File: src/rtl/alu_gumnut_pkg.sv
// Shared types for the multi-cycle Gumnut ALU: operation classes, sub-op
// encodings, FSM states and the s_i field decoder.
package alu_gumnut_pkg;

  typedef enum logic [2:0] {
    OPC_ARITH,
    OPC_LOGIC,
    OPC_SHIFT,
    OPC_MUL,
    OPC_RSVD
  } op_class_e;

  typedef enum logic [1:0] {
    AR_ADD  = 2'b00,
    AR_ADDC = 2'b01,
    AR_SUB  = 2'b10,
    AR_SUBC = 2'b11
  } arith_op_e;

  typedef enum logic [1:0] {
    LG_AND  = 2'b00,
    LG_OR   = 2'b01,
    LG_XOR  = 2'b10,
    LG_ANDN = 2'b11
  } logic_op_e;

  typedef enum logic [1:0] {
    SH_SHL = 2'b00,
    SH_SHR = 2'b01,
    SH_ROL = 2'b10,
    SH_ROR = 2'b11
  } shift_op_e;

  typedef enum logic [1:0] {
    ST_IDLE,
    ST_SHIFT,
    ST_MUL
  } state_e;

  typedef struct packed {
    op_class_e  cls;
    logic [1:0] sub;
  } op_dec_t;

  // s = {w,x,y,z}; {w,x} picks the class, {y,z} the sub-op.
  function automatic op_dec_t decode_op(input logic [3:0] s);
    op_dec_t d;
    d.sub = s[1:0];
    case (s[3:2])
      2'b00:   d.cls = OPC_ARITH;
      2'b01:   d.cls = OPC_LOGIC;
      2'b10:   d.cls = OPC_SHIFT;
      default: d.cls = s[1] ? OPC_RSVD : OPC_MUL;
    endcase
    return d;
  endfunction

endpackage

File: src/rtl/alu_gumnut_mc_if.sv
// Request/result bundle between the register-read stage and the ALU.
interface alu_gumnut_mc_if #(
  parameter int unsigned WIDTH = 8,
  parameter int unsigned CNT_W = $clog2(WIDTH)
) ();
  logic             valid_i;
  logic             ready_o;
  logic [WIDTH-1:0] rs_i;
  logic [WIDTH-1:0] op2_i;
  logic [CNT_W-1:0] count_i;
  logic             carry_i;
  logic [3:0]       s_i;
  logic             valid_o;
  logic [WIDTH-1:0] res_o;
  logic             zero_o;
  logic             carry_o;
  logic             OVF;
  logic             NF;

  modport master (
    output valid_i, rs_i, op2_i, count_i, carry_i, s_i,
    input  ready_o, valid_o, res_o, zero_o, carry_o, OVF, NF
  );

  modport slave (
    input  valid_i, rs_i, op2_i, count_i, carry_i, s_i,
    output ready_o, valid_o, res_o, zero_o, carry_o, OVF, NF
  );
endinterface

File: src/rtl/alu_gumnut_arith_logic.sv
// Single-cycle add/sub/logic path with carry (or borrow) and signed overflow.
module alu_gumnut_arith_logic
  import alu_gumnut_pkg::*;
#(
  parameter int unsigned WIDTH = 8
) (
  input  logic [WIDTH-1:0] a_i,
  input  logic [WIDTH-1:0] b_i,
  input  logic             carry_i,
  input  logic             logic_sel_i,
  input  logic [1:0]       sub_i,
  output logic [WIDTH-1:0] res_o,
  output logic             carry_o,
  output logic             ovf_o
);

  logic             is_sub;
  logic             cin;
  logic [WIDTH-1:0] b_eff;
  logic [WIDTH:0]   sum;

  // Subtraction is A + ~B + ~borrow_in; the borrow out is the inverted carry.
  always_comb begin
    is_sub = sub_i[1];
    b_eff  = is_sub ? ~b_i : b_i;
    cin    = 1'b0;
    case (arith_op_e'(sub_i))
      AR_ADD:  cin = 1'b0;
      AR_ADDC: cin = carry_i;
      AR_SUB:  cin = 1'b1;
      AR_SUBC: cin = ~carry_i;
      default: cin = 1'b0;
    endcase
    sum = {1'b0, a_i} + {1'b0, b_eff} + {{WIDTH{1'b0}}, cin};
  end

  always_comb begin
    res_o   = '0;
    carry_o = 1'b0;
    ovf_o   = 1'b0;
    if (logic_sel_i) begin
      case (logic_op_e'(sub_i))
        LG_AND:  res_o = a_i & b_i;
        LG_OR:   res_o = a_i | b_i;
        LG_XOR:  res_o = a_i ^ b_i;
        LG_ANDN: res_o = a_i & ~b_i;
        default: res_o = '0;
      endcase
    end else begin
      res_o   = sum[WIDTH-1:0];
      carry_o = is_sub ? ~sum[WIDTH] : sum[WIDTH];
      ovf_o   = (a_i[WIDTH-1] == b_eff[WIDTH-1]) && (sum[WIDTH-1] != a_i[WIDTH-1]);
    end
  end

endmodule

File: src/rtl/alu_gumnut_mc.sv
// Multi-cycle Gumnut ALU: 1-cycle arith/logic, iterative shifter (one bit per
// cycle) and shift-add multiplier sharing one working register and counter.
module alu_gumnut_mc
  import alu_gumnut_pkg::*;
#(
  parameter int unsigned WIDTH = 8,
  parameter int unsigned CNT_W = $clog2(WIDTH)
) (
  input  logic          clk_i,
  input  logic          rst_ni,
  alu_gumnut_mc_if.slave bus
);

  state_e           state_q, state_d;
  logic [WIDTH-1:0] work_q, work_d;
  logic [WIDTH-1:0] acc_q, acc_d;
  logic [WIDTH-1:0] mcand_q, mcand_d;
  logic [CNT_W:0]   cnt_q, cnt_d;
  logic [1:0]       sub_q, sub_d;
  logic [WIDTH-1:0] res_q, res_d;
  logic             carry_q, carry_d;
  logic             ovf_q, ovf_d;
  logic             zero_q, zero_d;
  logic             valid_q, valid_d;

  op_dec_t          dec;
  logic [CNT_W:0]   cnt_eff;
  logic [WIDTH-1:0] al_res;
  logic             al_carry;
  logic             al_ovf;
  logic [WIDTH-1:0] sh_w;
  logic             sh_c;
  logic [WIDTH:0]   mul_sum;
  logic [WIDTH-1:0] mul_hi;
  logic [WIDTH-1:0] mul_lo;

  alu_gumnut_arith_logic #(
    .WIDTH (WIDTH)
  ) u_arith_logic (
    .a_i         (bus.rs_i),
    .b_i         (bus.op2_i),
    .carry_i     (bus.carry_i),
    .logic_sel_i (dec.cls == OPC_LOGIC),
    .sub_i       (dec.sub),
    .res_o       (al_res),
    .carry_o     (al_carry),
    .ovf_o       (al_ovf)
  );

  always_comb begin
    dec     = decode_op(bus.s_i);
    cnt_eff = (CNT_W+1)'(32'(bus.count_i) % WIDTH);
  end

  // One shift/rotate step on the working register.
  always_comb begin
    sh_w = work_q;
    sh_c = 1'b0;
    case (shift_op_e'(sub_q))
      SH_SHL: begin sh_w = {work_q[WIDTH-2:0], 1'b0};            sh_c = work_q[WIDTH-1]; end
      SH_SHR: begin sh_w = {1'b0, work_q[WIDTH-1:1]};            sh_c = work_q[0];       end
      SH_ROL: begin sh_w = {work_q[WIDTH-2:0], work_q[WIDTH-1]}; sh_c = work_q[WIDTH-1]; end
      SH_ROR: begin sh_w = {work_q[0], work_q[WIDTH-1:1]};       sh_c = work_q[0];       end
      default: begin sh_w = work_q; sh_c = 1'b0; end
    endcase
  end

  // Shift-add step: {acc, work} holds partial product high half and the
  // remaining multiplier bits; both shift right together each cycle.
  always_comb begin
    mul_sum = {1'b0, acc_q} + (work_q[0] ? {1'b0, mcand_q} : '0);
    mul_hi  = mul_sum[WIDTH:1];
    mul_lo  = {mul_sum[0], work_q[WIDTH-1:1]};
  end

  always_comb begin
    state_d = state_q;
    work_d  = work_q;
    acc_d   = acc_q;
    mcand_d = mcand_q;
    cnt_d   = cnt_q;
    sub_d   = sub_q;
    res_d   = res_q;
    carry_d = carry_q;
    ovf_d   = ovf_q;
    zero_d  = zero_q;
    valid_d = 1'b0;

    case (state_q)
      ST_IDLE: begin
        if (bus.valid_i) begin
          sub_d = dec.sub;
          case (dec.cls)
            OPC_ARITH, OPC_LOGIC: begin
              valid_d = 1'b1;
              res_d   = al_res;
              carry_d = al_carry;
              ovf_d   = al_ovf;
              zero_d  = (al_res == '0);
            end
            OPC_SHIFT: begin
              if (cnt_eff == '0) begin
                valid_d = 1'b1;
                res_d   = bus.rs_i;
                carry_d = 1'b0;
                ovf_d   = 1'b0;
                zero_d  = (bus.rs_i == '0);
              end else begin
                work_d  = bus.rs_i;
                cnt_d   = cnt_eff;
                state_d = ST_SHIFT;
              end
            end
            OPC_MUL: begin
              work_d  = bus.rs_i;
              mcand_d = bus.op2_i;
              acc_d   = '0;
              cnt_d   = (CNT_W+1)'(WIDTH);
              state_d = ST_MUL;
            end
            default: begin
              valid_d = 1'b1;
              res_d   = '0;
              carry_d = 1'b0;
              ovf_d   = 1'b0;
              zero_d  = 1'b1;
            end
          endcase
        end
      end

      ST_SHIFT: begin
        work_d = sh_w;
        cnt_d  = cnt_q - 1'b1;
        if (cnt_q == (CNT_W+1)'(1)) begin
          valid_d = 1'b1;
          res_d   = sh_w;
          carry_d = sh_c;
          ovf_d   = 1'b0;
          zero_d  = (sh_w == '0);
          state_d = ST_IDLE;
        end
      end

      ST_MUL: begin
        acc_d  = mul_hi;
        work_d = mul_lo;
        cnt_d  = cnt_q - 1'b1;
        if (cnt_q == (CNT_W+1)'(1)) begin
          valid_d = 1'b1;
          res_d   = sub_q[0] ? mul_hi : mul_lo;
          carry_d = 1'b0;
          ovf_d   = (mul_hi != '0);
          zero_d  = ((sub_q[0] ? mul_hi : mul_lo) == '0);
          state_d = ST_IDLE;
        end
      end

      default: state_d = ST_IDLE;
    endcase
  end

  always_ff @(posedge clk_i or negedge rst_ni) begin
    if (!rst_ni) begin
      state_q <= ST_IDLE;
      work_q  <= '0;
      acc_q   <= '0;
      mcand_q <= '0;
      cnt_q   <= '0;
      sub_q   <= '0;
      res_q   <= '0;
      carry_q <= 1'b0;
      ovf_q   <= 1'b0;
      zero_q  <= 1'b0;
      valid_q <= 1'b0;
    end else begin
      state_q <= state_d;
      work_q  <= work_d;
      acc_q   <= acc_d;
      mcand_q <= mcand_d;
      cnt_q   <= cnt_d;
      sub_q   <= sub_d;
      res_q   <= res_d;
      carry_q <= carry_d;
      ovf_q   <= ovf_d;
      zero_q  <= zero_d;
      valid_q <= valid_d;
    end
  end

  assign bus.ready_o = (state_q == ST_IDLE);
  assign bus.valid_o = valid_q;
  assign bus.res_o   = res_q;
  assign bus.zero_o  = zero_q;
  assign bus.carry_o = carry_q;
  assign bus.OVF     = ovf_q;
  assign bus.NF      = res_q[WIDTH-1];

endmodule

File: src/flat_wrapper.sv
// flat-port wrapper written by rule: the top's interface ports become plain ports
module alu_gumnut_mc_flat import alu_gumnut_pkg::*;
#(
  parameter int unsigned WIDTH = 8,
  parameter int unsigned CNT_W = $clog2(WIDTH)
)
  (clk_i, rst_ni, bus_valid_i, bus_rs_i, bus_op2_i, bus_count_i, bus_carry_i, bus_s_i, bus_ready_o, bus_valid_o, bus_res_o, bus_zero_o, bus_carry_o, bus_OVF, bus_NF);
  alu_gumnut_mc_if #(.WIDTH(WIDTH), .CNT_W(CNT_W)) bus_i ();
  input  logic clk_i;
  input  logic rst_ni;
  input wire logic [$bits(bus_i.valid_i)-1:0] bus_valid_i;
  input wire logic [$bits(bus_i.rs_i)-1:0] bus_rs_i;
  input wire logic [$bits(bus_i.op2_i)-1:0] bus_op2_i;
  input wire logic [$bits(bus_i.count_i)-1:0] bus_count_i;
  input wire logic [$bits(bus_i.carry_i)-1:0] bus_carry_i;
  input wire logic [$bits(bus_i.s_i)-1:0] bus_s_i;
  output wire logic [$bits(bus_i.ready_o)-1:0] bus_ready_o;
  output wire logic [$bits(bus_i.valid_o)-1:0] bus_valid_o;
  output wire logic [$bits(bus_i.res_o)-1:0] bus_res_o;
  output wire logic [$bits(bus_i.zero_o)-1:0] bus_zero_o;
  output wire logic [$bits(bus_i.carry_o)-1:0] bus_carry_o;
  output wire logic [$bits(bus_i.OVF)-1:0] bus_OVF;
  output wire logic [$bits(bus_i.NF)-1:0] bus_NF;
  assign bus_i.valid_i = bus_valid_i;
  assign bus_i.rs_i = bus_rs_i;
  assign bus_i.op2_i = bus_op2_i;
  assign bus_i.count_i = bus_count_i;
  assign bus_i.carry_i = bus_carry_i;
  assign bus_i.s_i = bus_s_i;
  assign bus_ready_o = bus_i.ready_o;
  assign bus_valid_o = bus_i.valid_o;
  assign bus_res_o = bus_i.res_o;
  assign bus_zero_o = bus_i.zero_o;
  assign bus_carry_o = bus_i.carry_o;
  assign bus_OVF = bus_i.OVF;
  assign bus_NF = bus_i.NF;
  alu_gumnut_mc #(.WIDTH(WIDTH), .CNT_W(CNT_W)) u_core (.clk_i(clk_i), .rst_ni(rst_ni), .bus(bus_i));
endmodule
File: config.mk
export PLATFORM = sky130hd
export DESIGN_NAME = alu_gumnut_mc_flat
export DESIGN_NICKNAME = d
export VERILOG_FILES = /design/src/rtl/alu_gumnut_pkg.sv /design/src/rtl/alu_gumnut_mc_if.sv /design/src/rtl/alu_gumnut_arith_logic.sv /design/src/rtl/alu_gumnut_mc.sv /design/src/flat_wrapper.sv
export SDC_FILE = /design/constraint.sdc
export NUM_CORES = 1
export LEC_CHECK = 0
export ABC_AREA = 1
export CORE_ASPECT_RATIO = 1.2
export CORE_MARGIN = 2
export CORE_UTILIZATION = 30
export DETAILED_ROUTE_END_ITERATION = 7
export HOLD_SLACK_MARGIN = 0.06
export PLACE_DENSITY = 0.53
export SYNTH_ARGS = -nofsm -noshare
export SYNTH_HDL_FRONTEND = slang
export SYNTH_SLANG_ARGS = --single-unit
File: constraint.sdc
create_clock -name clk_i -period 6.6 [get_ports clk_i]
set_clock_uncertainty 0.15 [all_clocks]
set_input_delay 0.66 -clock clk_i [delete_from_list [all_inputs] [get_ports clk_i]]
set_output_delay 0.66 -clock clk_i [all_outputs]
set_load 0.1 [all_outputs]
* Word-level counts from Yosys, hierarchy flattened *
Index checks and enable logic that the tools add are counted.

word-level totals
  memories = 0
  bits of input ports = 27
  output and inout port bits = 14
  bits in latches = 0
  flip-flop bits (word level) = 44
  bits in read-only memories = 0
  bits in writable memories = 0
  logic and storage cells = 129

operators by class
  shift operators = 0
  $add $sub $neg = 4
  reductions and logical operators = 26
  eq/ne operators = 25
  muxes and demuxes = 56
  $mul = 0
  bitwise operators = 7
  div/mod/pow operators = 0
  order comparisons = 0

operators with widths
  kind                                            number
  2-to-1 mux 8 bit                                12
  case mux 8 bit (3 select lines)                 3
  case mux 8 bit (4 select lines)                 2
  logical NOT 8 bit                               4
  case mux 8 bit (2 select lines)                 2
  case mux 1 bit (3 select lines)                 6
  bitwise AND 8 bit                               2
  2-to-1 mux 1 bit                                16
  case mux 4 bit (2 select lines)                 2
  == test 2 bit (second input constant)           6
  AND reduction 4 bit                             3
  adder 8 x 8 -> 9 bit                            1
  adder 8 x 9 -> 9 bit                            1
  adder 9 x 1 -> 9 bit                            1
  case mux 3 bit (3 select lines)                 1
  == test 2 x 1 -> 1 bit (second input constant)  4
  logical NOT 2 bit                               4
  2-to-1 mux 4 bit                                2
  != test 2 x 1 -> 1 bit (second input constant)  4
  inverter 8 bit                                  1
  OR 8 bit                                        1
  case mux 2 bit (2 select lines)                 2
  nonzero test 8 bit                              1
  OR reduction 2 bit                              4
  other kinds (24)                                33

* Longest topological paths before layout *
Gate-level depths: netlist (run 1).

  depth in word-level cells = 10
  depth in mapped cells = 23
  depth with buffers taken out = 22

* Cells and area by module *
A second synthesis (run 1) with hierarchy kept.

second synthesis, totals
  cell total of the unflattened synthesis = 604
  area total of the unflattened synthesis = 4251.6 um^2

modules (own cells, without submodules)
  module                  area each (um^2)  cells each  instances  seq. area each (um^2)
  alu_gumnut_mc           3135.5            411         1          1101.1
  alu_gumnut_arith_logic  1116.1            193         1          0.0

* Worst setup path before layout (run 1) *
OpenSTA, ideal clock, no wires.

  path kind = input-to-reg
  from = in bus_s_i[1]
  to = reg u_core.zero_q (netlist: u_core.bus.zero_o)
  stages on the path = 19
  setup slack = 3.457 ns
  data required time = 6.330 ns
  arrival time = 2.874 ns
  buffers on the path = 1
  library setup time = 0.120 ns
  cells stage by stage = buf_4 inv_1 ha_1 nand2_1 o21ai_0 o21bai_1 inv_1 fa_1 inv_1 fa_1 or2_0 nand2_1 nor2_1 nand2_1 nor2_1 nand3_1 nand2_1 nand3_1 nand2_1

between the ends
  word-level cells in the longest chain between the ends = 8
  elaborated cells between the ends (all ways) = 24
  classes of those cells = 2 x add/sub; 8 x eq/ne; 9 x mux; 5 x reduce/logical

ends and longest elaborated chain
  element                                                         RTL line                                                                text
  start, declared                                                 flat_wrapper.sv:16                                                      input wire logic [$bits(bus_i.s_i)-1:0] bus_s_i;
  2-to-1 mux 8 bit, or another cell as far along                  alu_gumnut_arith_logic.sv:25                                            b_eff = is_sub ? ~b_i : b_i;
  adder 8 x 8 -> 9 bit, or another cell as far along              alu_gumnut_arith_logic.sv:34                                            sum = {1'b0, a_i} + {1'b0, b_eff} + {{WIDTH{1'b0}}, cin};
  adder 9 x 1 -> 9 bit or == test 3 x 1 -> 1 bit (tied branches)  alu_gumnut_arith_logic.sv:34, alu_gumnut_mc.sv:43, alu_gumnut_mc.sv:93
  2-to-1 mux 8 bit                                                alu_gumnut_arith_logic.sv:41                                            if (logic_sel_i) begin
  logical NOT 8 bit                                               alu_gumnut_mc.sv:99                                                     zero_d = (al_res == '0);
  case mux 1 bit (3 select lines)                                 alu_gumnut_mc.sv:93                                                     case (dec.cls)
  2-to-1 mux 1 bit                                                alu_gumnut_mc.sv:91                                                     if (bus.valid_i) begin
  case mux 1 bit (3 select lines)                                 alu_gumnut_mc.sv:89                                                     case (state_q)
  end signal, assigned                                            alu_gumnut_mc.sv:186                                                    zero_q <= zero_d;
  end, declared                                                   alu_gumnut_mc.sv:23                                                     logic zero_q, zero_d;

Several ways; a longest one is shown, not always the timed one. The select of a mux whose other input is x is not followed.
A chain may end at the register's enable or synchronous reset.

* Worst setup path after layout (run 1) *
Ends and elaborated chain as after synthesis.

==> results of run 1 <==
[how the worst min path moves through the flow]
stage                   startpoint                   to  slack (ns)  cells after the start
3_3_place_gp     u_core.mcand_q[2]    u_core.mcand_q[2]        0.32                      2
6_report       u_core.bus.res_o[3]  u_core.bus.res_o[3]        0.34                      2
5_1_grt        u_core.bus.res_o[3]  u_core.bus.res_o[3]        0.37                      2
4_1_cts        u_core.bus.res_o[3]  u_core.bus.res_o[3]        0.34                      2
2_1_floorplan               rst_ni      u_core.acc_q[0]        0.21                      0
3_5_place_dp   u_core.bus.res_o[3]  u_core.bus.res_o[3]        0.33                      2
[layout by cell type (no fill, tap or decap), types with 2 or more instances in the layout]
cell type / n
sky130_fd_sc_hd__a21oi_1: 31
sky130_fd_sc_hd__a31oi_1: 3
sky130_fd_sc_hd__a41oi_1: 2
sky130_fd_sc_hd__and2_1: 3
sky130_fd_sc_hd__clkbuf_16: 5
sky130_fd_sc_hd__clkdlybuf4s50_1: 39
sky130_fd_sc_hd__clkinvlp_4: 2
sky130_fd_sc_hd__dfrtp_1: 44
sky130_fd_sc_hd__fa_1: 3
sky130_fd_sc_hd__ha_1: 33
sky130_fd_sc_hd__inv_1: 97
sky130_fd_sc_hd__inv_2: 7
sky130_fd_sc_hd__nand2_1: 174
sky130_fd_sc_hd__nand3_1: 65
sky130_fd_sc_hd__nand4_1: 10
sky130_fd_sc_hd__nor2_1: 46
sky130_fd_sc_hd__nor2_4: 3
sky130_fd_sc_hd__o211ai_1: 4
sky130_fd_sc_hd__o21ai_0: 33
sky130_fd_sc_hd__o21ai_1: 17
sky130_fd_sc_hd__o21bai_1: 2
sky130_fd_sc_hd__o221ai_1: 3
sky130_fd_sc_hd__o22ai_1: 8
sky130_fd_sc_hd__or2_2: 3
sky130_fd_sc_hd__xnor2_1: 3
sky130_fd_sc_hd__xor2_1: 9
[cells in the mapped netlist (2+ instances only)]
cell type	instances	share of area
sky130_fd_sc_hd__a21oi_1	31	0.038
sky130_fd_sc_hd__a31oi_1	3	0.0045
sky130_fd_sc_hd__a41oi_1	2	0.0042
sky130_fd_sc_hd__and2_1	3	0.0045
sky130_fd_sc_hd__buf_2	4	0.0049
sky130_fd_sc_hd__buf_4	4	0.0073
sky130_fd_sc_hd__buf_6	2	0.0055
sky130_fd_sc_hd__clkbuf_1	6	0.0055
sky130_fd_sc_hd__dfrtp_1	44	0.27
sky130_fd_sc_hd__fa_1	3	0.015
sky130_fd_sc_hd__ha_1	33	0.10
sky130_fd_sc_hd__inv_1	97	0.088
sky130_fd_sc_hd__inv_2	7	0.0064
sky130_fd_sc_hd__nand2_1	174	0.16
sky130_fd_sc_hd__nand3_1	65	0.079
sky130_fd_sc_hd__nand4_1	10	0.015
sky130_fd_sc_hd__nor2_1	46	0.042
sky130_fd_sc_hd__nor2_4	3	0.0082
sky130_fd_sc_hd__o211ai_1	4	0.0073
sky130_fd_sc_hd__o21ai_0	33	0.040
sky130_fd_sc_hd__o21ai_1	17	0.021
sky130_fd_sc_hd__o21bai_1	2	0.0036
sky130_fd_sc_hd__o221ai_1	3	0.0064
sky130_fd_sc_hd__o22ai_1	8	0.012
sky130_fd_sc_hd__or2_2	3	0.0045
sky130_fd_sc_hd__xnor2_1	3	0.0064
sky130_fd_sc_hd__xor2_1	9	0.019
[stage by stage]
step	hold WS, ns	setup slack (ns)	total power, W
global placement	0.3228	2.397	0.001867
detailed placement	0.3251	2.234	0.001873
finish	0.3371	2.541	0.002141
global route	0.3698	2.209	0.002307
floorplan	0.2144	3.457	0.001542
CTS	0.3416	2.532	0.002145
[logic make-up (layout without fill, tap and decap cells)]
group	Yosys count	after routing
XOR/XNOR	12	12
AO/OA/AOI/OAI	107	107
buffers and inverters	122	152
AND/OR/NAND/NOR	313	313
adder cells (fa/ha/maj)	36	36
flip-flops	44	44
[layer usage]
layer  global-route usage  wire length [um]
met1               0.2257              5683
met2               0.3245              6640
met3              0.01420               487
met4              0.06241               357
met5                    0                 0
[flip-flops by register name, summed over array words and instances (netlist names), 2 cells and up]
register and cells:
u_core.acc_q 8, u_core.state_q 2, u_core.mcand_q 8, u_core.sub_q 2, u_core.cnt_q 4, u_core.bus.res_o 8, u_core.work_q 8
[where the power goes]
part | switching (W) | internal (W) | leakage [nW] | total, W
logic | 0.00100 | 0.000398 | 1.84 | 0.00140
registers | 0.0000893 | 0.000385 | 0.556 | 0.000474
clock network | 0.000116 | 0.000151 | 0.0691 | 0.000267
total | 0.00121 | 0.000933 | 2.47 | 0.00214
[layout make-up]
| class | count | area share |
|---|---|---|
| multi-input cells | 468 | 0.5294 |
| flip-flops and latches | 44 | 0.2302 |
| repair buffers | 40 | 0.08266 |
| inverters | 104 | 0.08161 |
| well taps | 168 | 0.04394 |
| clock buffers | 6 | 0.02903 |
| clock inverters | 2 | 0.003139 |
[critical path, stage by stage]
cell and delay, ns:
sky130_fd_sc_hd__clkdlybuf4s50_1 0.91, sky130_fd_sc_hd__inv_1 0.25, sky130_fd_sc_hd__ha_1 0.29, sky130_fd_sc_hd__nand2_1 0.07, sky130_fd_sc_hd__o21ai_0 0.08, sky130_fd_sc_hd__o21bai_1 0.13
sky130_fd_sc_hd__inv_1 0.06, sky130_fd_sc_hd__fa_1 0.41, sky130_fd_sc_hd__inv_1 0.10, sky130_fd_sc_hd__fa_1 0.17, sky130_fd_sc_hd__inv_1 0.07, sky130_fd_sc_hd__or2_2 0.27
sky130_fd_sc_hd__nand3_1 0.07, sky130_fd_sc_hd__nand2_1 0.09, sky130_fd_sc_hd__nor2_1 0.10, sky130_fd_sc_hd__nand2_1 0.05, sky130_fd_sc_hd__nor2_1 0.08, sky130_fd_sc_hd__nand3_1 0.07
sky130_fd_sc_hd__nand2_1 0.06, sky130_fd_sc_hd__nand3_1 0.07, sky130_fd_sc_hd__nand2_1 0.07
==> qor.txt, run 1 <==
Async SR Flop Fraction: 1.000
clock tree from TritonCTS: built
crit path capture: u_core.bus.zero_o
number of antenna violations at the first check in global routing: 0
global placer's final weighted congestion: 0.8937
Die Y: 132.5 um
multi-input logic area: 2532 um2
detail-routed via count per cell: 4.962
Static Leak: 2.468 nW
top flip-flop cell by instance count after synthesis: sky130_fd_sc_hd__dfrtp_1
category of the worst setup path capture point: flip-flop
number of enable-type register cells in the synthesized netlist: 0
final hold violation count: 0
total cell area at the placement stage: 4629 um2
number of DRC markers after the initial detailed-route iteration: 254
total power per unit cell area: 447.5 nW/um2
routed length per placed instance: 15.83 um
remaining global-route overflow: 0
Max Root-Sink Buffers: 2
placed instance count: 824
Max FO, Critical Path: 12
maximum number of pins on one net before global-route repair: 45
global-route wire length before repair: 21.12 mm
initial cell density of the core: 0.3091
Port Buffer Count: 40
path type of the worst setup path: in -> reg
Storage cell area: 1101 um2
Post-Synth Simple-Gate Area: 0.3295
sequential cell area fraction in the yosys report: 0.2667
DRC violation count after routing: 0
endpoint of the worst register-to-register path: u_core.bus.carry_o
XOR/XNOR Fraction of Synth Area: 0.02546
Design Area, Final: 4783 um2
depth of the most critical reg-to-reg path: 9
vias in the first global route: 4007
layout cells sized above 1: 0.03765
synthesis-stage register bit count: 44
Critical Path RT: 6.68 ns
crit path launch type: input port
post-layout utilization of the core: 0.3582
average size of a mapped cell: 6.511 um2
Post-DRT Antenna Nets: 0
critical path arrival: 4.14 ns
Final Cycle Share: 0.6150
post-CTS sizing: 0
HPWL reported at the end of detailed placement: 10.49 mm
final worst path period need: 4.059 ns
area of the die: 14720 um2
launch point of the critical path: bus_s_i[1]
setup slack on the worst flop-to-flop path: 3.55 ns
mux share of post-synthesis cell area: 0
setup repair after global routing missed its margin: no
maximum VDD drop: 0.3728 mV
total nets after synthesis: 697
Filler cells: 1502
post-synthesis share of cell area spent on full adders, half adders and majority gates: 0.1146
Nets: 726
Top Ports: 41
Final Setup Violations: 0
Worst Tran Pin Value: 1.069 ns
post-synth design cell area: 4128 um2
clock insertion delay at the later pin of the skew report: 0.29 ns
first-pass iteration count of the detailed router: 5
root buffer cell: sky130_fd_sc_hd__clkbuf_16
Synth-to-Final Area Change: 15.88%
accumulated negative setup slack: 0 ns
clock input transition at the sequential cells of the worst setup and hold paths: 0.07 ns
CTS Buf Count: 5
clock sinks: 44
buffers inserted during post-CTS setup optimization: 0
total length of routed wires: 13.17 mm
largest family of logic cells by synthesized area: simple AND/OR/NAND/NOR gates
maximum frequency from static timing analysis: 0.2464 GHz
max-slew headroom at the worst pin: 0.2876
status: completed
Final Slew Violations: 0
routed vias: 4128
compound-gate portion of the synthesized area: 0.1440
Worst Hold Class: reg -> reg
area of the placeable core: 13350 um2
Die Width: 111.1 um
CTS HTree Levels: 2
Diodes inserted: 0
Non-Filler Instances: 832
synth warn: 0
standard-cell row count: 46
post-synthesis cell count: 634
hold_buf cts: 0
combined global-route utilization of all metal layers: 0.1797
critical register-to-register path startpoint: u_core.state_q[1]
Netlist cell types: 42
number of maximum-capacitance violations: 0
Power figures use the tool's default switching activity.
==> inputs of run 2 (changes only) <==
==> constraint.sdc (replaced) <==
create_clock -name clk_i -period 4.11 [get_ports clk_i]
set_clock_uncertainty 0.15 [all_clocks]
set_input_delay 0.411 -clock clk_i [delete_from_list [all_inputs] [get_ports clk_i]]
set_output_delay 0.411 -clock clk_i [all_outputs]
set_load 0.1 [all_outputs]
==> run 2 against run 1 <==
Total power up 61%. Final area grew 0.16%. Via count rose by 2.2%. Combinational power grew 61%. Sequential share of layout area is essentially flat. Cell count rose by 0.12%. Largest power group unchanged. Critical path depth decreased by 1. Sequential power up 61%. Flip-flop and latch count stayed put. Utilization is 0.056 points higher. Register-to-register slack lost 2.6 ns.
==> qor.txt, run 2 (synthesis results as in run 1) <==
CTS Buf Count: 5
Final Slew Violations: 0
hold_buf cts: 0
Worst Tran Pin Value: 1.075 ns
routed vias: 4219
commonest non-fill, non-tap cell in the layout: sky130_fd_sc_hd__nand2_1
global-route wire length before repair: 21.68 mm
max-slew headroom at the worst pin: 0.2831
crit path launch type: input port
CTS HTree Levels: 2
worst setup margin: 0.8283 ns
clock insertion delay at the later pin of the skew report: 0.29 ns
first-pass iteration count of the detailed router: 5
critical path arrival: 3.36 ns
remaining global-route overflow: 0
vias in the first global route: 4074
Switching Fraction: 0.5654
Seq pwr share: 0.221
number of antenna violations at the first check in global routing: 0
category of the worst setup path capture point: flip-flop
Port Buffer Count: 40
Die Y: 132.5 um
Final Cycle Share: 0.7985
Post-Place Worst Slack: 0.5421 ns
global placer's final weighted congestion: 0.9016
standard-cell row count: 46
Nets: 727
placed instance count: 825
maximum number of pins on one net before global-route repair: 45
Non-Filler Instances: 833
HPWL reported at the end of detailed placement: 10.65 mm
cell-internal power: 0.001499 W
initial cell density of the core: 0.3091
Worst Hold Class: in -> async
routed length per placed instance: 16.11 um
clock sinks: 44
path type of the worst setup path: in -> reg
Critical Path RT: 4.19 ns
switching pwr: 0.001950 W
Final Setup Violations: 0
proportion of power drawn by the clock network: 0.123
accumulated negative setup slack: 0 ns
Die Width: 111.1 um
share of power burned in combinational logic: 0.656
root buffer cell: sky130_fd_sc_hd__clkbuf_16
Diodes inserted: 0
combined global-route utilization of all metal layers: 0.1845
leading cell types in the layout, fill and taps excluded: sky130_fd_sc_hd__nand2_1, sky130_fd_sc_hd__inv_1, sky130_fd_sc_hd__nand3_1, sky130_fd_sc_hd__nor2_1, sky130_fd_sc_hd__dfrtp_1
final hold violation count: 0
Top Ports: 41
Static Leak: 2.473 nW
number of maximum-capacitance violations: 0
area of the die: 14720 um2
maximum frequency from static timing analysis: 0.3047 GHz
clock tree from TritonCTS: built
Max FO, Critical Path: 10
DRC violation count after routing: 0
post-CTS sizing: 0
number of DRC markers after the initial detailed-route iteration: 267
total length of routed wires: 13.42 mm
setup repair after global routing missed its margin: no
total power per unit cell area: 720.0 nW/um2
area of the placeable core: 13350 um2
final worst path period need: 3.282 ns
maximum VDD drop: 0.3778 mV
buffers inserted during post-CTS setup optimization: 0
detail-routed via count per cell: 5.065
clock input transition at the sequential cells of the worst setup and hold paths: 0.07 ns
Max Root-Sink Buffers: 2
Post-DRT Antenna Nets: 0
layout cells sized above 1: 0.03910
Synth-to-Final Area Change: 16.07%
status: completed
-- run 2: changes by cell type in the layout (fill, tap and decap cells not counted) --
cell,change
sky130_fd_sc_hd__buf_4,+1
-- run 2: critical path, cell delays in order --
cell	delay (ns)
sky130_fd_sc_hd__clkdlybuf4s50_1	0.45
sky130_fd_sc_hd__ha_1	0.32
sky130_fd_sc_hd__inv_2	0.17
sky130_fd_sc_hd__o21ai_0	0.09
sky130_fd_sc_hd__o21bai_1	0.15
sky130_fd_sc_hd__inv_1	0.07
sky130_fd_sc_hd__fa_1	0.41
sky130_fd_sc_hd__inv_1	0.09
sky130_fd_sc_hd__fa_1	0.16
sky130_fd_sc_hd__inv_1	0.07
sky130_fd_sc_hd__or2_2	0.27
sky130_fd_sc_hd__nand3_1	0.07
sky130_fd_sc_hd__nand2_1	0.09
sky130_fd_sc_hd__nor2_1	0.11
sky130_fd_sc_hd__nand2_1	0.06
sky130_fd_sc_hd__nor2_1	0.08
sky130_fd_sc_hd__nand3_1	0.08
sky130_fd_sc_hd__nand2_1	0.06
sky130_fd_sc_hd__nand3_1	0.07
sky130_fd_sc_hd__nand2_1	0.07
-- run 2: worst paths after layout --
path	from	endpoint	slack, ns	cells past startpoint
min in group clk_i	u_core.mcand_q[6]	u_core.mcand_q[6]	0.34	2
max in group asynchronous	rst_ni	u_core.work_q[4]	2.98	1
max reg2reg	u_core.state_q[0]	u_core.bus.carry_o	0.98	9
min	rst_ni	u_core.acc_q[2]	0.15	1
min reg2reg	u_core.mcand_q[6]	u_core.mcand_q[6]	0.34	2
max	bus_s_i[0]	u_core.bus.zero_o	0.83	20
-- run 2: cell type report --
cell class / count / area (um2)
Clock buffer: 6 / 138.9
Multi-Input combinational cell: 468 / 2532
Tap cell: 168 / 210.2
Clock inverter: 2 / 15.01
Timing Repair Buffer: 41 / 402.9
Sequential cell: 44 / 1101
Fill cell: 1462 / 8562
Inverter: 104 / 390.4
-- run 2: layer usage --
| metal | vias to the layer above | part of all wire | track usage |
|---|---|---|---|
| met1 | 1973 | 0.43 | 0.2279 |
| met3 | 17 | 0.044 | 0.02382 |
| met5 | - | 0 | 0 |
| li1 | 2113 | - | - |
| met4 | 0 | 0.023 | 0.05693 |
| met2 | 116 | 0.51 | 0.3344 |
-- run 2: power by group through the flow --
stage / Combinational (W) / Sequential, W / Clock [W]
floorplan: 0.00134 / 0.00114 / 0
global placement: 0.00224 / 0.000770 / 0
detailed placement: 0.00225 / 0.000770 / 0
CTS: 0.00226 / 0.000763 / 0.000437
global route: 0.00248 / 0.000788 / 0.000453
finish: 0.00226 / 0.000761 / 0.000425
-- run 2: metrics by stage --
stage | power (W) | hold WS [ns] | utilization | instance area (um2)
5_1_grt | 0.003724 | 0.2547 | 0.3588 | 4791
6_report | 0.003450 | 0.1502 | 0.3588 | 4791
2_1_floorplan | 0.002476 | -0.03459 | - | 4128
4_1_cts | 0.003455 | 0.2109 | 0.3588 | 4791
3_3_place_gp | 0.003009 | 0.3217 | 0.3473 | 4637
3_5_place_dp | 0.003022 | 0.3241 | 0.3473 | 4637
==> RTL edit: new RTL, flow settings as in run 2 <==
`WIDTH` is set to 8 in 4 places; all go to 4.
--- a/src/rtl/alu_gumnut_mc_if.sv
+++ b/src/rtl/alu_gumnut_mc_if.sv
@@ -2,3 +2,3 @@
 interface alu_gumnut_mc_if #(
-  parameter int unsigned WIDTH = 8,
+  parameter int unsigned WIDTH = 4,
   parameter int unsigned CNT_W = $clog2(WIDTH)
--- a/src/rtl/alu_gumnut_arith_logic.sv
+++ b/src/rtl/alu_gumnut_arith_logic.sv
@@ -4,3 +4,3 @@
 #(
-  parameter int unsigned WIDTH = 8
+  parameter int unsigned WIDTH = 4
 ) (
--- a/src/rtl/alu_gumnut_mc.sv
+++ b/src/rtl/alu_gumnut_mc.sv
@@ -5,3 +5,3 @@
 #(
-  parameter int unsigned WIDTH = 8,
+  parameter int unsigned WIDTH = 4,
   parameter int unsigned CNT_W = $clog2(WIDTH)
--- a/src/flat_wrapper.sv
+++ b/src/flat_wrapper.sv
@@ -3,3 +3,3 @@
 #(
-  parameter int unsigned WIDTH = 8,
+  parameter int unsigned WIDTH = 4,
   parameter int unsigned CNT_W = $clog2(WIDTH)
Ports: changed (resized bus_count_i, bus_op2_i, bus_res_o and bus_rs_i); port bits go from 41 to 28. The function was not compared with the original's and may differ.
==> RTL edit against run 2 <==
Sequential cell count is 17 lower. Worst setup slack better by 0.016 ns. Total power is 42% lower. Cell area is 44% lower. First-iteration DRC count is 57% lower. Combinational power is 39% lower. Synthesized area is 44% lower. Count of clock-buffer cells in the layout is 3 lower. Routed wire length is 54% lower. Die area is 43% lower. Global-route usage is 2.9 points lower. Critical endpoint unchanged. Largest power group unchanged.
==> RTL edit: results <==
group,metric,value,unit
power_and_ir_drop,total_leakage_power,1.339,nW
placed_design,gp_congestion,0.8997,
global_routing,grtUsageMet2,29.37,%
clock_network,numCtsBuffers,3,
global_routing,grt_use_total,15.57,%
yosys,synth.lib_cells_used.distinct,34,
detailed_routing,num_vias,2210,
detailed_routing,routedLengthMet1,2.697,mm
power_and_ir_drop,p_total,2.009,mW
sta,timing.slew.headroom,31.01,%
power_and_ir_drop,swShare,57.06,%
placed_design,placed_cells,445,
placed_design,placed_cell_area,0.002653,sq mm
placed_design,hpwl_dp,5.140,mm
setup_path,r2r.worst_path.cells,11,
detailed_routing,wl_per_cell,13.81,um
yosys,syn_nets,374,
setup_path,timing.critical_path.max_delay_family,"adder cells",
finish,finish.net_count,400,
global_routing,gr-usage-met1,18.20,%
hold_path,worstHoldPathType,"flop to flop",
sta,whs,0.3448,ns
setup_path,critical_path.startpoint,"bus_s_i[1]",
setup_path,worstPathMaxFanout,8,
clock_network,clock_insertion_delay_worst_skew,0.28,ns
detailed_routing,dr.first_iter.drc_count,114,
setup_path,worst_path_max_delay_cell,"sky130_fd_sc_hd__clkdlybuf4s50_1",
yosys,synthesis.area_per_instance,6.972,sq um
placed_design,place_ws,0.5473,ns
clock_network,cts.htree.levels,1,
clock_network,clk_pin_slew_worst_paths,0.10,ns
placed_design,port_buffers,27,
clock_network,ctsRootBufferMaster,"sky130_fd_sc_hd__clkbuf_8",
finish,drive_above_1_share,3.361,%
global_routing,largest_net_degree_at_the_start_of_global_routing,28,
global_routing,globalRouteMet3Util,0.8224,%
power_and_ir_drop,max-vdd-ir-drop,0.2787,mV
yosys,synth_area_leaders,"sky130_fd_sc_hd__dfrtp_1 (29%), sky130_fd_sc_hd__nand2_1 (14%), sky130_fd_sc_hd__ha_1 (11%), sky130_fd_sc_hd__inv_1 (7.6%), sky130_fd_sc_hd__o21ai_0 (6.9%)",
detailed_routing,drt_pre_antenna_iters,4,
run_status,result_of_the_run,"complete, no violations",
detailed_routing,detail_route.vias_per_cell,4.922,
detailed_routing,wl_met2,3.181,mm
setup_path,critPathMaxStageDelay,0.59,ns
sta,timing.final.crit_period,3.265,ns
setup_path,ff2ff_setup_slack,1.72,ns
power_and_ir_drop,p_seq,478,uW
yosys,synth_commonest_cells,"sky130_fd_sc_hd__nand2_1 (88), sky130_fd_sc_hd__inv_1 (47), sky130_fd_sc_hd__o21ai_0 (32), sky130_fd_sc_hd__dfrtp_1 (27), sky130_fd_sc_hd__nand3_1 (27)",
setup_path,worst-endpoint-arrival,3.34,ns
detailed_routing,met3RoutedLength,140,um
clock_network,cts_resized,0,
RTL edit: cell count changes in the layout (fill, tap and decap cells not counted), sizes merged, moves of 5 or more:
cell,delta
nand2,-85
inv,-56
nand3,-39
nor2,-23
a21oi,-19
dfrtp,-17
o21ai,-16
clkdlybuf4s50,-12
ha,-12
nand4,-5
RTL edit: layout make-up:
type	count	area (sq um)
Fill cell	826	4877
Clock inverter	1	5.005
Clock buffer	3	41.29
Inverter	49	185.2
Tap cell	92	115.1
Multi-Input combinational cell	249	1399
Sequential cell	27	675.6
Timing Repair Buffer	28	277.8
RTL edit: cell families (layout without fill, tap and decap cells):
kind of cell | Yosys count | after routing | share of synthesized area, %
AOI/OAI and AO/OA | 61 | 61 | 15.19
xor gates and xnor gates | 6 | 6 | 2.270
adders and majority gates | 24 | 24 | 13.95
buffers and inverters | 56 | 81 | 10.38
DFF | 27 | 27 | 29.19
and+or+nand+nor | 158 | 158 | 29.03
